[src/rtl/systolic_feeder_2x2_pkg.sv]
// Shared constants for the 2x2 systolic feeder: FSM encoding, schedule lengths
// and the lane positions of each element inside a packed 2x2 tile.
package systolic_feeder_2x2_pkg;

    typedef enum logic [2:0] {
        StIdle,
        StClear,
        StFeed,
        StDrain,
        StWaitDone,
        StOutput
    } feeder_state_e;

    localparam int unsigned FeedLen  = 3;
    localparam int unsigned DrainLen = 2;

    // Packed tiles are {X00, X01, X10, X11} with X00 in the top lane.
    localparam int unsigned Lane00 = 3;
    localparam int unsigned Lane01 = 2;
    localparam int unsigned Lane10 = 1;
    localparam int unsigned Lane11 = 0;

endpackage

[src/rtl/systolic_feeder_2x2.sv]
// Feeds one 2x2 A/B tile pair into a systolic array with diagonal skew, waits for
// the array to finish and presents the captured result on a valid/ready port.
module systolic_feeder_2x2
    import systolic_feeder_2x2_pkg::*;
#(
    parameter int unsigned WIDTH      = 16,
    parameter int unsigned FRAC_WIDTH = 8
) (
    input  logic               clk,
    input  logic               rst_n,
    input  logic               in_valid,
    output logic               in_ready,
    input  logic [WIDTH*4-1:0] in_a,
    input  logic [WIDTH*4-1:0] in_b,
    output logic               arr_rst_n,
    output logic               arr_en,
    output logic [WIDTH-1:0]   arr_north0,
    output logic [WIDTH-1:0]   arr_north1,
    output logic [WIDTH-1:0]   arr_west0,
    output logic [WIDTH-1:0]   arr_west2,
    input  logic               arr_done,
    input  logic [WIDTH*4-1:0] arr_out,
    output logic               out_valid,
    input  logic               out_ready,
    output logic [WIDTH*4-1:0] out_data
);

    if (FRAC_WIDTH >= WIDTH) begin : g_bad_frac
        $error("FRAC_WIDTH must be smaller than WIDTH");
    end

    feeder_state_e      state_q, state_d;
    logic [1:0]         phase_q, phase_d;
    logic [WIDTH*4-1:0] tile_a_q, tile_a_d;
    logic [WIDTH*4-1:0] tile_b_q, tile_b_d;
    logic [WIDTH*4-1:0] out_data_q, out_data_d;
    logic               in_ready_q, out_valid_q;
    logic               arr_rst_n_q, arr_rst_n_d;
    logic               arr_en_q, arr_en_d;
    logic [WIDTH-1:0]   north0_q, north0_d, north1_q, north1_d;
    logic [WIDTH-1:0]   west0_q, west0_d, west2_q, west2_d;

    always_comb begin
        state_d    = state_q;
        phase_d    = phase_q;
        tile_a_d   = tile_a_q;
        tile_b_d   = tile_b_q;
        out_data_d = out_data_q;
        unique case (state_q)
            StIdle: begin
                if (in_valid && in_ready_q) begin
                    tile_a_d = in_a;
                    tile_b_d = in_b;
                    state_d  = StClear;
                end
            end
            StClear: begin
                state_d = StFeed;
                phase_d = 2'd0;
            end
            StFeed: begin
                if (phase_q == 2'(FeedLen - 1)) begin
                    state_d = StDrain;
                    phase_d = 2'd0;
                end else begin
                    phase_d = phase_q + 2'd1;
                end
            end
            StDrain: begin
                if (phase_q == 2'(DrainLen - 1)) begin
                    state_d = StWaitDone;
                end else begin
                    phase_d = phase_q + 2'd1;
                end
            end
            StWaitDone: begin
                if (arr_done) begin
                    out_data_d = arr_out;
                    state_d    = StOutput;
                end
            end
            StOutput: begin
                if (out_ready) begin
                    state_d = StIdle;
                end
            end
            default: state_d = StIdle;
        endcase
    end

    // Array-facing outputs are decoded from the next state so the registered
    // values line up with the state register in the same cycle.
    always_comb begin
        arr_rst_n_d = (state_d != StClear);
        arr_en_d    = (state_d == StFeed) || (state_d == StDrain);
        north0_d    = '0;
        north1_d    = '0;
        west0_d     = '0;
        west2_d     = '0;
        if (state_d == StFeed) begin
            case (phase_d)
                2'd0: begin
                    west0_d  = tile_a_q[Lane00*WIDTH +: WIDTH];
                    north0_d = tile_b_q[Lane00*WIDTH +: WIDTH];
                end
                2'd1: begin
                    west0_d  = tile_a_q[Lane01*WIDTH +: WIDTH];
                    west2_d  = tile_a_q[Lane10*WIDTH +: WIDTH];
                    north0_d = tile_b_q[Lane10*WIDTH +: WIDTH];
                    north1_d = tile_b_q[Lane01*WIDTH +: WIDTH];
                end
                2'd2: begin
                    west2_d  = tile_a_q[Lane11*WIDTH +: WIDTH];
                    north1_d = tile_b_q[Lane11*WIDTH +: WIDTH];
                end
                default: ;
            endcase
        end
    end

    always_ff @(posedge clk) begin
        if (!rst_n) begin
            state_q     <= StIdle;
            phase_q     <= 2'd0;
            tile_a_q    <= '0;
            tile_b_q    <= '0;
            out_data_q  <= '0;
            in_ready_q  <= 1'b0;
            out_valid_q <= 1'b0;
            arr_rst_n_q <= 1'b0;
            arr_en_q    <= 1'b0;
            north0_q    <= '0;
            north1_q    <= '0;
            west0_q     <= '0;
            west2_q     <= '0;
        end else begin
            state_q     <= state_d;
            phase_q     <= phase_d;
            tile_a_q    <= tile_a_d;
            tile_b_q    <= tile_b_d;
            out_data_q  <= out_data_d;
            in_ready_q  <= (state_d == StIdle);
            out_valid_q <= (state_d == StOutput);
            arr_rst_n_q <= arr_rst_n_d;
            arr_en_q    <= arr_en_d;
            north0_q    <= north0_d;
            north1_q    <= north1_d;
            west0_q     <= west0_d;
            west2_q     <= west2_d;
        end
    end

    assign in_ready   = in_ready_q;
    assign out_valid  = out_valid_q;
    assign out_data   = out_data_q;
    assign arr_rst_n  = arr_rst_n_q;
    assign arr_en     = arr_en_q;
    assign arr_north0 = north0_q;
    assign arr_north1 = north1_q;
    assign arr_west0  = west0_q;
    assign arr_west2  = west2_q;

endmodule

[config.mk]
export PLATFORM = sky130hd
export DESIGN_NAME = systolic_feeder_2x2
export DESIGN_NICKNAME = d
export VERILOG_FILES = /design/src/rtl/systolic_feeder_2x2_pkg.sv /design/src/rtl/systolic_feeder_2x2.sv
export SDC_FILE = /design/constraint.sdc
export NUM_CORES = 1
export LEC_CHECK = 0
export BUFFER_PORTS_ARGS = -buffer_cell sky130_fd_sc_hd__buf_4
export CAP_MARGIN = 5
export CORE_ASPECT_RATIO = 1.2
export CORE_MARGIN = 2
export CORE_UTILIZATION = 45
export CTS_BUF_LIST = sky130_fd_sc_hd__clkbuf_8
export CTS_CLUSTER_SIZE = 12
export DETAILED_ROUTE_END_ITERATION = 7
export GPL_TIMING_DRIVEN = 1
export HOLD_SLACK_MARGIN = 0.15
export PLACE_DENSITY = 0.77
export SLEW_MARGIN = 5
export SYNTH_ARGS = -nofsm -noshare
export SYNTH_HDL_FRONTEND = slang
export SYNTH_SLANG_ARGS = --single-unit
export TNS_END_PERCENT = 1
[constraint.sdc]
create_clock -name clk -period 2.5 [get_ports clk]
set_clock_uncertainty 0.1 [all_clocks]
set_input_delay 0.125 -clock clk [delete_from_list [all_inputs] [get_ports clk]]
set_output_delay 0.125 -clock clk [all_outputs]
set_load 0.1 [all_outputs]
### Yosys cells after proc, flatten, opt, wreduce, memory -nomap -nowiden

Index checks and enable logic that the tools add are counted.

| cells by class | value |
|---|---|
| eq/ne operators | 13 |
| $add $sub $neg | 1 |
| multiplexer cells | 13 |
| reductions and logical operators | 8 |

Operators with widths:

| cell | count |
|---|---|
| 16-bit case mux with 2 select lines | 4 |
| 3-bit case mux with 6 select lines | 1 |
| 3-bit two-way mux | 5 |
| 3-bit by 2-bit equality test with 1-bit output (second input constant) | 4 |
| 3-bit equality test (second input constant) | 3 |
| 3-bit zero test | 2 |
| 2-bit case mux with 3 select lines | 1 |
| 2-bit AND reduction | 3 |
| 2-bit by 1-bit equality test with 1-bit output (second input constant) | 2 |
| 2-bit equality test (second input constant) | 2 |
| 2-bit two-way mux | 2 |
| 3-bit by 1-bit equality test with 1-bit output (second input constant) | 1 |
| 3-bit by 1-bit != test with 1-bit output (second input constant) | 1 |
| 2-bit by 1-bit adder with 2-bit output (second input constant) | 1 |
| 2-bit zero test | 1 |
| 1-bit logical AND | 1 |
| 1-bit logical OR | 1 |

| word-level totals | value |
|---|---|
| output and inout bits | 132 |
| bits of input ports | 197 |
| word-level logic and storage cells | 48 |
| bits in registers | 265 |

### Depth between registers and ports, before layout

Gate-level depths: netlist of run 1.

| depth | value |
|---|---|
| word-level depth | 5 |
| mapped depth | 10 |
| gate-level depth less buffers | 7 |

### Worst setup path after synthesis of run 1

Ideal clock, no wire load.

| timing | value |
|---|---|
| kind | reg-to-reg |
| start | register state_q[0] |
| end | register north1_q[0], in the netlist arr_north1[0] |
| setup time | 73 ps |
| path slack | 89 ps |
| required time | 2327 ps |
| data arrival time | 2238 ps |
| period minus slack after synthesis | 2411 ps |
| buffers on the path | 3 |
| stages on the path, launching flop included | 10 |
| path through | dfxtp_1 buf_2 inv_1 maj3_1 o21ai_0 ha_1 clkbuf_1 clkbuf_1 a22oi_1 nor3b_2 |

| on the way | value |
|---|---|
| longest elaborated chain between the ends | 4 |
| elaborated cells between the ends (all ways) | 18 |
| classes of those cells | 8 x eq/ne; 8 x mux; 2 x reduce/logical |

Ends and longest elaborated chain:

| what | line | RTL |
|---|---|---|
| start: declaration | systolic_feeder_2x2.sv:32 | `feeder_state_e state_q, state_d;` |
| start signal: assignment | systolic_feeder_2x2.sv:123 | `state_q <= StIdle;` |
| start signal: assignment | systolic_feeder_2x2.sv:137 | `state_q <= state_d;` |
| 3-bit by 2-bit equality test with 1-bit output / 3-bit by 1-bit equality test with 1-bit output (equally long branches) | systolic_feeder_2x2.sv:49 | `unique case (state_q)` |
| 2-bit case mux with 3 select lines (*) | systolic_feeder_2x2.sv:49 |  |
| net phase_d[0] | systolic_feeder_2x2.sv:33 | `logic [1:0] phase_q, phase_d;` |
| 2-bit equality test / 2-bit by 1-bit equality test with 1-bit output (equally long branches) | systolic_feeder_2x2.sv:101 | `case (phase_d)` |
| 16-bit case mux with 2 select lines (*) | systolic_feeder_2x2.sv:101 |  |
| end signal: assignment | systolic_feeder_2x2.sv:147 | `north1_q <= north1_d;` |
| end: declaration | systolic_feeder_2x2.sv:40 | `logic [WIDTH-1:0] north0_q, north0_d, north1_q, north1_d;` |

Mark *: on every way through the listed nets, which the timed path passes. The rest lies on a longest branch.
A chain may end at the register's enable or synchronous reset.

### Final worst setup path of run 1

| timing | value |
|---|---|
| start | register phase_q[0] |
| end | register north1_q[14], in the netlist arr_north1[14] |

| on the way | value |
|---|---|
| longest elaborated chain between the ends | 5 |
| elaborated cells between the ends (all ways) | 14 |
| classes of those cells | 1 x add/sub; 5 x eq/ne; 7 x mux; 1 x reduce/logical |

Ends and longest elaborated chain:

| what | line | RTL |
|---|---|---|
| start: declaration | systolic_feeder_2x2.sv:33 |  |
| start signal: assignment | systolic_feeder_2x2.sv:138 | `phase_q <= phase_d;` |
| 2-bit by 1-bit adder with 2-bit output (tied with other cells) | systolic_feeder_2x2.sv:66, systolic_feeder_2x2.sv:73 |  |
| 2-bit two-way mux (on tied branches) | systolic_feeder_2x2.sv:70, systolic_feeder_2x2.sv:62 |  |
| 2-bit case mux with 3 select lines (*) | systolic_feeder_2x2.sv:49 |  |
| net phase_d[1] | systolic_feeder_2x2.sv:33 |  |
| 2-bit equality test / 2-bit by 1-bit equality test with 1-bit output (equally long branches) | systolic_feeder_2x2.sv:101 |  |
| 16-bit case mux with 2 select lines (*) | systolic_feeder_2x2.sv:101 |  |

Marked as above.

==> impl_summary.log, run 1 <==
[metrics] cell chain of the critical path: nor2b_2, a22oi_1, o21ai_0, inv_1, ha_2, buf_12, a22oi_1, nor3b_2
[metrics] worst path arrival time: 2600 ps
[metrics] first-pass GRT wire length: 49.86 mm
[metrics] cell with the largest stage delay on the worst path: sky130_fd_sc_hd__dfxtp_1
[metrics] Clock Path Buffers: 3
[metrics] register bit total from synthesis: 265
[metrics] # diodes: 0
[metrics] clock-pin slew on the worst setup and hold paths: 60 ps
[metrics] Period minus WS final: 2298 ps
[metrics] Mapped Area: 0.009413 mm²
[metrics] dpl cells: 1620
[metrics] leak pwr: 5.916 nW
[metrics] starting density of the core: 46.15%
[metrics] share of the clock period used by the worst path: 91.93%
[metrics] normalized max-slew margin: 40.18%
[metrics] worst endpoint required time: 2810 ps
[metrics] final setup slack of the worst path: 201.8 ps
[metrics] Total Neg Setup Slack: 0 ps
[metrics] cell family with most CP delay: compound AO/OA/AOI/OAI gates
[metrics] overall overflow remaining after global route: 0
[metrics] count of nets left with antenna violations after detail routing: 0
[metrics] sort of element at the end of the critical path: register
[metrics] Syn Inst Count: 1100
[metrics] 1st-pass router iterations: 5
[metrics] synth-to-layout area growth: 58.70%
[metrics] CTS Root Cell: sky130_fd_sc_hd__clkbuf_8
[metrics] total length of routed wires: 32.18 mm
[metrics] CTS Sinks: 265
[metrics] leading register cell type out of synthesis: sky130_fd_sc_hd__dfxtp_1
[metrics] Worst Hold Class: in2reg
[metrics] largest voltage drop on the vdd net: 0.3940 mV
[metrics] setup slack at placement: 97.25 ps
[metrics] total number of H-tree levels: 2
[metrics] ys async rst share: 0%
[metrics] count of flip-flops with a built-in enable after synthesis: 0
[metrics] warnings from Yosys: 0
[metrics] share of post-route cells with drive strength above 1: 26.93%
[metrics] HPWL after detailed placement: 17.73 mm
[metrics] Critical Path Fanout Max: 39
[metrics] DRC errors left: 0
[metrics] Power Density: 618.9 mW/mm²
[metrics] Final Hold Viols: 0
[metrics] type of the setup path with the least slack: reg2reg
[metrics] pins over their slew limit: 0
[metrics] number of buffers inserted by port buffering: 328
[metrics] Seq/Total Area, Yosys: 56.36%
[metrics] Total Power Consumption: 9.245 mW
[metrics] number of DRC markers in iteration 0: 568
[metrics] detailed-route wire length per cell: 16.98 µm
[metrics] cell repeated most along the worst path: sky130_fd_sc_hd__a22oi_1
[metrics] chip height: 162.4 µm
[metrics] GRT Overall Usage: 28.19%
[metrics] area of the die: 0.02209 mm²
[metrics] number of distinct library cell variants in the gate-level netlist after synthesis: 34
[metrics] CTS tree: done
[metrics] total of max-cap violations: 0
[metrics] Rows: 57
[metrics] post-route cell area: 0.01494 mm²
[metrics] # Post-CTS Setup Buffers: 0
[metrics] Net Count, Synth: 1300
[metrics] maximum achievable frequency: 435.1 MHz
[metrics] number of buffers inserted during clock tree synthesis: 42
[metrics] number of standard cells in the final layout excluding fillers: 1895
[metrics] RePlAce Congestion: 0.8035
[metrics] via total after detailed routing: 9912
[metrics] number of buffers and inverters on the critical path: 2
[metrics] per-instance average area after synthesis: 8.557 µm²
[metrics] antenna violations before repair: 0
[metrics] unrepaired setup endpoints after global routing: false
[metrics] core region area: 0.02040 mm²
[metrics] Final setup violation count: 0
[metrics] pin slew with the least headroom to its limit: 897.3 ps
[metrics] later-pin clock latency in the skew report: 530 ps
[metrics] largest net degree at the start of global routing: 195
[metrics] slowest cell delay on critical path: 390 ps
[metrics] via/cell ratio: 5.231
[metrics] post-detailed-placement cell area: 0.01207 mm²
[metrics] nature of the critical path startpoint: register
[metrics] status: completed
[metrics] DIE WIDTH: 136.0 µm
[metrics] number of global-route vias before repair: 10170
[metrics] fin nets: 1801
[metrics] I/O pin count: 329
state kept, by name, indices dropped and copies added (netlist names):
signal and count:
arr_en 1, arr_north0 16, arr_north1 16, arr_rst_n 1, arr_west0 16, arr_west2 16
in_ready 1, out_data 64, out_valid 1, phase_q 2, state_q 3, tile_a_q 64
tile_b_q 64
layout by cell type (no fill, tap or decap), types with 2 or more instances in the layout:
cell type	n
sky130_fd_sc_hd__nor3b_2	28
sky130_fd_sc_hd__and2_1	4
sky130_fd_sc_hd__buf_4	334
sky130_fd_sc_hd__a22oi_1	65
sky130_fd_sc_hd__nand2b_1	2
sky130_fd_sc_hd__and3b_1	2
sky130_fd_sc_hd__nor3b_1	4
sky130_fd_sc_hd__dlygate4sd3_1	202
sky130_fd_sc_hd__nand2_1	387
sky130_fd_sc_hd__clkbuf_8	56
sky130_fd_sc_hd__buf_12	9
sky130_fd_sc_hd__o21ai_0	3
sky130_fd_sc_hd__nor2_1	33
sky130_fd_sc_hd__a21oi_1	193
sky130_fd_sc_hd__dfxtp_1	264
sky130_fd_sc_hd__inv_1	20
synth_stat cells, types with 4 or more instances:
cell type                    n  share of area [%]
sky130_fd_sc_hd__nor3b_1     4               0.32
sky130_fd_sc_hd__nand2_1   387                 15
sky130_fd_sc_hd__inv_1       4               0.16
sky130_fd_sc_hd__clkbuf_1   49                2.0
sky130_fd_sc_hd__a22oi_1    65                5.2
sky130_fd_sc_hd__dfxtp_1   265                 56
sky130_fd_sc_hd__and2_1      4               0.27
sky130_fd_sc_hd__nor3b_2    28                3.7
sky130_fd_sc_hd__nor2_1     33                1.3
sky130_fd_sc_hd__buf_2      36                1.9
sky130_fd_sc_hd__a21oi_1   193                 10
through the flow:
stage / utilization, % / hold slack [ps]
2_1_floorplan: - / 143.3
3_3_place_gp: 59.16 / 271.2
3_5_place_dp: 59.16 / 280.6
4_1_cts: 73.17 / 251.8
5_1_grt: 73.24 / 283.9
6_report: 73.24 / 289.0
cell families after synthesis:
kind of cell | share of synthesized area (%)
adders and majority gates | 0.5052
and+or+nand+nor | 22.07
AOI/OAI and AO/OA | 16.76
DFF | 56.36
buffers and inverters | 4.307
worst register-to-register path, delay by kind of cell, from the launching register on:
kind	cells	cell delay, ps
DFF	1	390
and+or+nand+nor	2	380
buffers and inverters	2	350
AOI/OAI and AO/OA	3	680
adders and majority gates	1	290
worst paths after layout:
check,from,endpoint,slack (ps),cells past startpoint
setup / recovery,phase_q[0],arr_north1[14],200,8
hold / removal,in_a[25],tile_a_q[25],290,4
setup reg to reg,phase_q[0],arr_north1[14],200,8
hold reg to reg,out_data[5],out_data[5],350,2
repair_timing:
item,in CTS,in global routing
gates resized for setup,0,3
hold buffers,202,0
setup endpoints to repair,0,64
endpoints found under the hold margin,206,0
power breakdown:
part | total (mW) | switching, mW | internal [mW] | leakage (nW)
combinational | 1.21 | 0.603 | 0.610 | 3.28
clock | 3.60 | 1.62 | 1.98 | 0.492
sequential | 4.43 | 0.0747 | 4.36 | 2.15
total | 9.25 | 2.30 | 6.95 | 5.92
per-layer routing:
metal | vias to the layer above | GRT usage, % | routed length, µm
met4 | 0 | 14.54 | 1522
met5 | - | 0 | 0
met3 | 107 | 7.688 | 2935
li1 | 4645 | - | -
met1 | 4647 | 31.86 | 12030
met2 | 513 | 48.36 | 15690
layout make-up:
| type | count | area [µm²] |
|---|---|---|
| fillers | 1339 | 5459 |
| flip-flops and latches | 265 | 5306 |
| repair buffers | 545 | 4710 |
| multi-input cells | 742 | 3731 |
| clock buffers | 56 | 770.7 |
| well taps | 265 | 331.6 |
| clock inverters | 17 | 65.06 |
| inverters | 5 | 23.77 |
No activity file was read; power rests on OpenSTA's default activity.
==> inputs of run 2 (changes only) <==
CELL_PAD_IN_SITES_DETAIL_PLACEMENT = 0   (was unset)
CELL_PAD_IN_SITES_GLOBAL_PLACEMENT = 1   (was unset)
CORE_UTILIZATION = 34   (was 45)
PLACE_DENSITY = 0.8   (was 0.77)
==> run 2 against run 1 <==
Register-to-register slack lost 50 ps. Critical path depth is 2 lower. Core utilization is 17 points lower. Via count decreased by 3.9%. Largest cell class unchanged. Cell count is 5.1% higher. Setup slack lost 47 ps. Worst hold slack worse by 120 ps. Largest power group unchanged. Count of clock-buffer cells in the layout shrank 2. Non-clock buffer count increased by 25.
==> impl_summary.log, run 2 (same netlist as run 1, synthesis figures left out) <==
[metrics] detailed-route wire length per cell: 15.95 µm
[metrics] sort of element at the end of the critical path: register
[metrics] pins over their slew limit: 0
[metrics] worst path arrival time: 2710 ps
[metrics] DRC errors left: 0
[metrics] Hold Crit Start: arr_done
[metrics] worst hold path stage count: 5
[metrics] CTS Root Cell: sky130_fd_sc_hd__clkbuf_8
[metrics] nature of the critical path startpoint: register
[metrics] leak pwr: 5.975 nW
[metrics] Final setup violation count: 0
[metrics] starting density of the core: 34.65%
[metrics] normalized max-slew margin: 30.27%
[metrics] GRT Overall Usage: 20.86%
[metrics] HPWL after detailed placement: 19.47 mm
[metrics] count of nets left with antenna violations after detail routing: 0
[metrics] Power Density: 606.0 mW/mm²
[metrics] share of the clock period used by the worst path: 93.82%
[metrics] Total Power Consumption: 9.230 mW
[metrics] largest net degree at the start of global routing: 195
[metrics] core region area: 0.02717 mm²
[metrics] number of global-route vias before repair: 9518
[metrics] post-route cell area: 0.01523 mm²
[metrics] largest voltage drop on the vdd net: 0.3772 mV
[metrics] fin nets: 1827
[metrics] later-pin clock latency in the skew report: 530 ps
[metrics] pin slew with the least headroom to its limit: 1046 ps
[metrics] I/O pin count: 329
[metrics] DIE WIDTH: 155.9 µm
[metrics] synth-to-layout area growth: 61.82%
[metrics] most common library cell in the layout ignoring fill and taps: sky130_fd_sc_hd__nand2_1
[metrics] worst endpoint required time: 2870 ps
[metrics] Rows: 66
[metrics] status: completed
[metrics] r2r worst-path depth: 6
[metrics] worst r2r src: state_q[0]
[metrics] end-of-flow core utilization: 56.07%
[metrics] first-pass GRT wire length: 48.51 mm
[metrics] area of the die: 0.02904 mm²
[metrics] 1st-pass router iterations: 5
[metrics] via total after detailed routing: 9530
[metrics] total number of H-tree levels: 2
[metrics] total length of routed wires: 31.76 mm
[metrics] type of the setup path with the least slack: reg2reg
[metrics] # Post-CTS Setup Buffers: 0
[metrics] maximum achievable frequency: 426.4 MHz
[metrics] chip height: 186.3 µm
[metrics] unrepaired setup endpoints after global routing: false
[metrics] Worst Hold Class: in2reg
[metrics] number of buffers inserted by port buffering: 328
[metrics] CTS Sinks: 265
[metrics] CTS tree: done
[metrics] via/cell ratio: 4.787
[metrics] share of post-route cells with drive strength above 1: 27.20%
[metrics] antenna violations before repair: 0
[metrics] Period minus WS final: 2345 ps
[metrics] overall overflow remaining after global route: 0
[metrics] total of max-cap violations: 0
[metrics] clock-pin slew on the worst setup and hold paths: 60 ps
[metrics] Final Hold Viols: 0
[metrics] post-detailed-placement cell area: 0.01226 mm²
[metrics] worst hold path endpoint: out_data[8]
[metrics] number of buffers inserted during clock tree synthesis: 43
[metrics] Critical Path Fanout Max: 41
[metrics] endpoint of the worst-slack reg-to-reg timing path: state_q[0]
[metrics] # diodes: 0
[metrics] Clock Path Buffers: 3
[metrics] commonest cells after routing, fill and taps aside: sky130_fd_sc_hd__nand2_1, sky130_fd_sc_hd__buf_4, sky130_fd_sc_hd__dfxtp_1
[metrics] FF-to-FF setup slack: 150 ps
[metrics] Total Neg Setup Slack: 0 ps
[metrics] RePlAce Congestion: 0.7553
[metrics] number of DRC markers in iteration 0: 393
run 2: changes by cell type in the layout (fill, tap and decap cells not counted), moves of 2 or more:
cell                            change
sky130_fd_sc_hd__buf_4             +10
sky130_fd_sc_hd__clkbuf_8           -2
sky130_fd_sc_hd__clkinv_2           +2
sky130_fd_sc_hd__dlygate4sd3_1     +13
sky130_fd_sc_hd__inv_1              -4
run 2: power breakdown:
group,total [mW],switching [mW],internal (mW)
Combinational,1.24,0.608,0.637
Sequential,4.43,0.0692,4.36
Clock,3.56,1.64,1.92
Total,9.23,2.32,6.91
run 2: area by class of cell:
type	instances	area, µm²
clock inverter	15	60.06
fill	2363	11940
inverter	5	23.77
sequential	265	5305
multi-input combinational	742	3729
clock buffer	54	743.2
timing repair buffer	570	4946
tap	340	425.4
run 2: per-stage QoR:
| stage | hold WS [ps] | setup WS, ps | cells |
|---|---|---|---|
| finish | 165.0 | 154.6 | 1991 |
| detailed placement | 279.7 | 260.0 | 1707 |
| CTS | 156.7 | 36.08 | 1991 |
| floorplan | 143.3 | 89.08 | 1100 |
| global placement | 271.3 | 296.3 | 1707 |
| global route | 198.6 | 36.57 | 1991 |
run 2: worst max path at each step:
stage / start / to / slack [ps] / cells past startpoint
finish: state_q[0] / state_q[0] / 150 / 6
global route: state_q[0] / state_q[0] / 40 / 6
CTS: state_q[0] / in_ready / 40 / 6
detailed placement: state_q[2] / arr_west0[14] / 260 / 7
global placement: state_q[2] / arr_north0[14] / 300 / 7
floorplan: state_q[0] / arr_north1[0] / 90 / 9
run 2: per-layer routing:
layer  wire (µm)  GRT usage, %  vias up
li1            -             -     4690
met4         884         7.376        0
met2       15400         36.64      382
met3        2624         6.047       64
met5           0             0        -
met1       12850         24.30     4394
run 2: worst max-delay path, stage by stage, from the launching register on:
cell	delay, ps
sky130_fd_sc_hd__dfxtp_1	330
sky130_fd_sc_hd__buf_4	180
sky130_fd_sc_hd__or4_4	550
sky130_fd_sc_hd__buf_6	220
sky130_fd_sc_hd__o211ai_1	190
sky130_fd_sc_hd__and2_1	170
sky130_fd_sc_hd__dlygate4sd3_1	540
run 2: what timing repair did:
item                                   4_1_cts  5_1_grt
hold buffers                               215        0
endpoints found under the hold margin      207        0
setup endpoints to repair                    0       18
resized for setup                            0        2
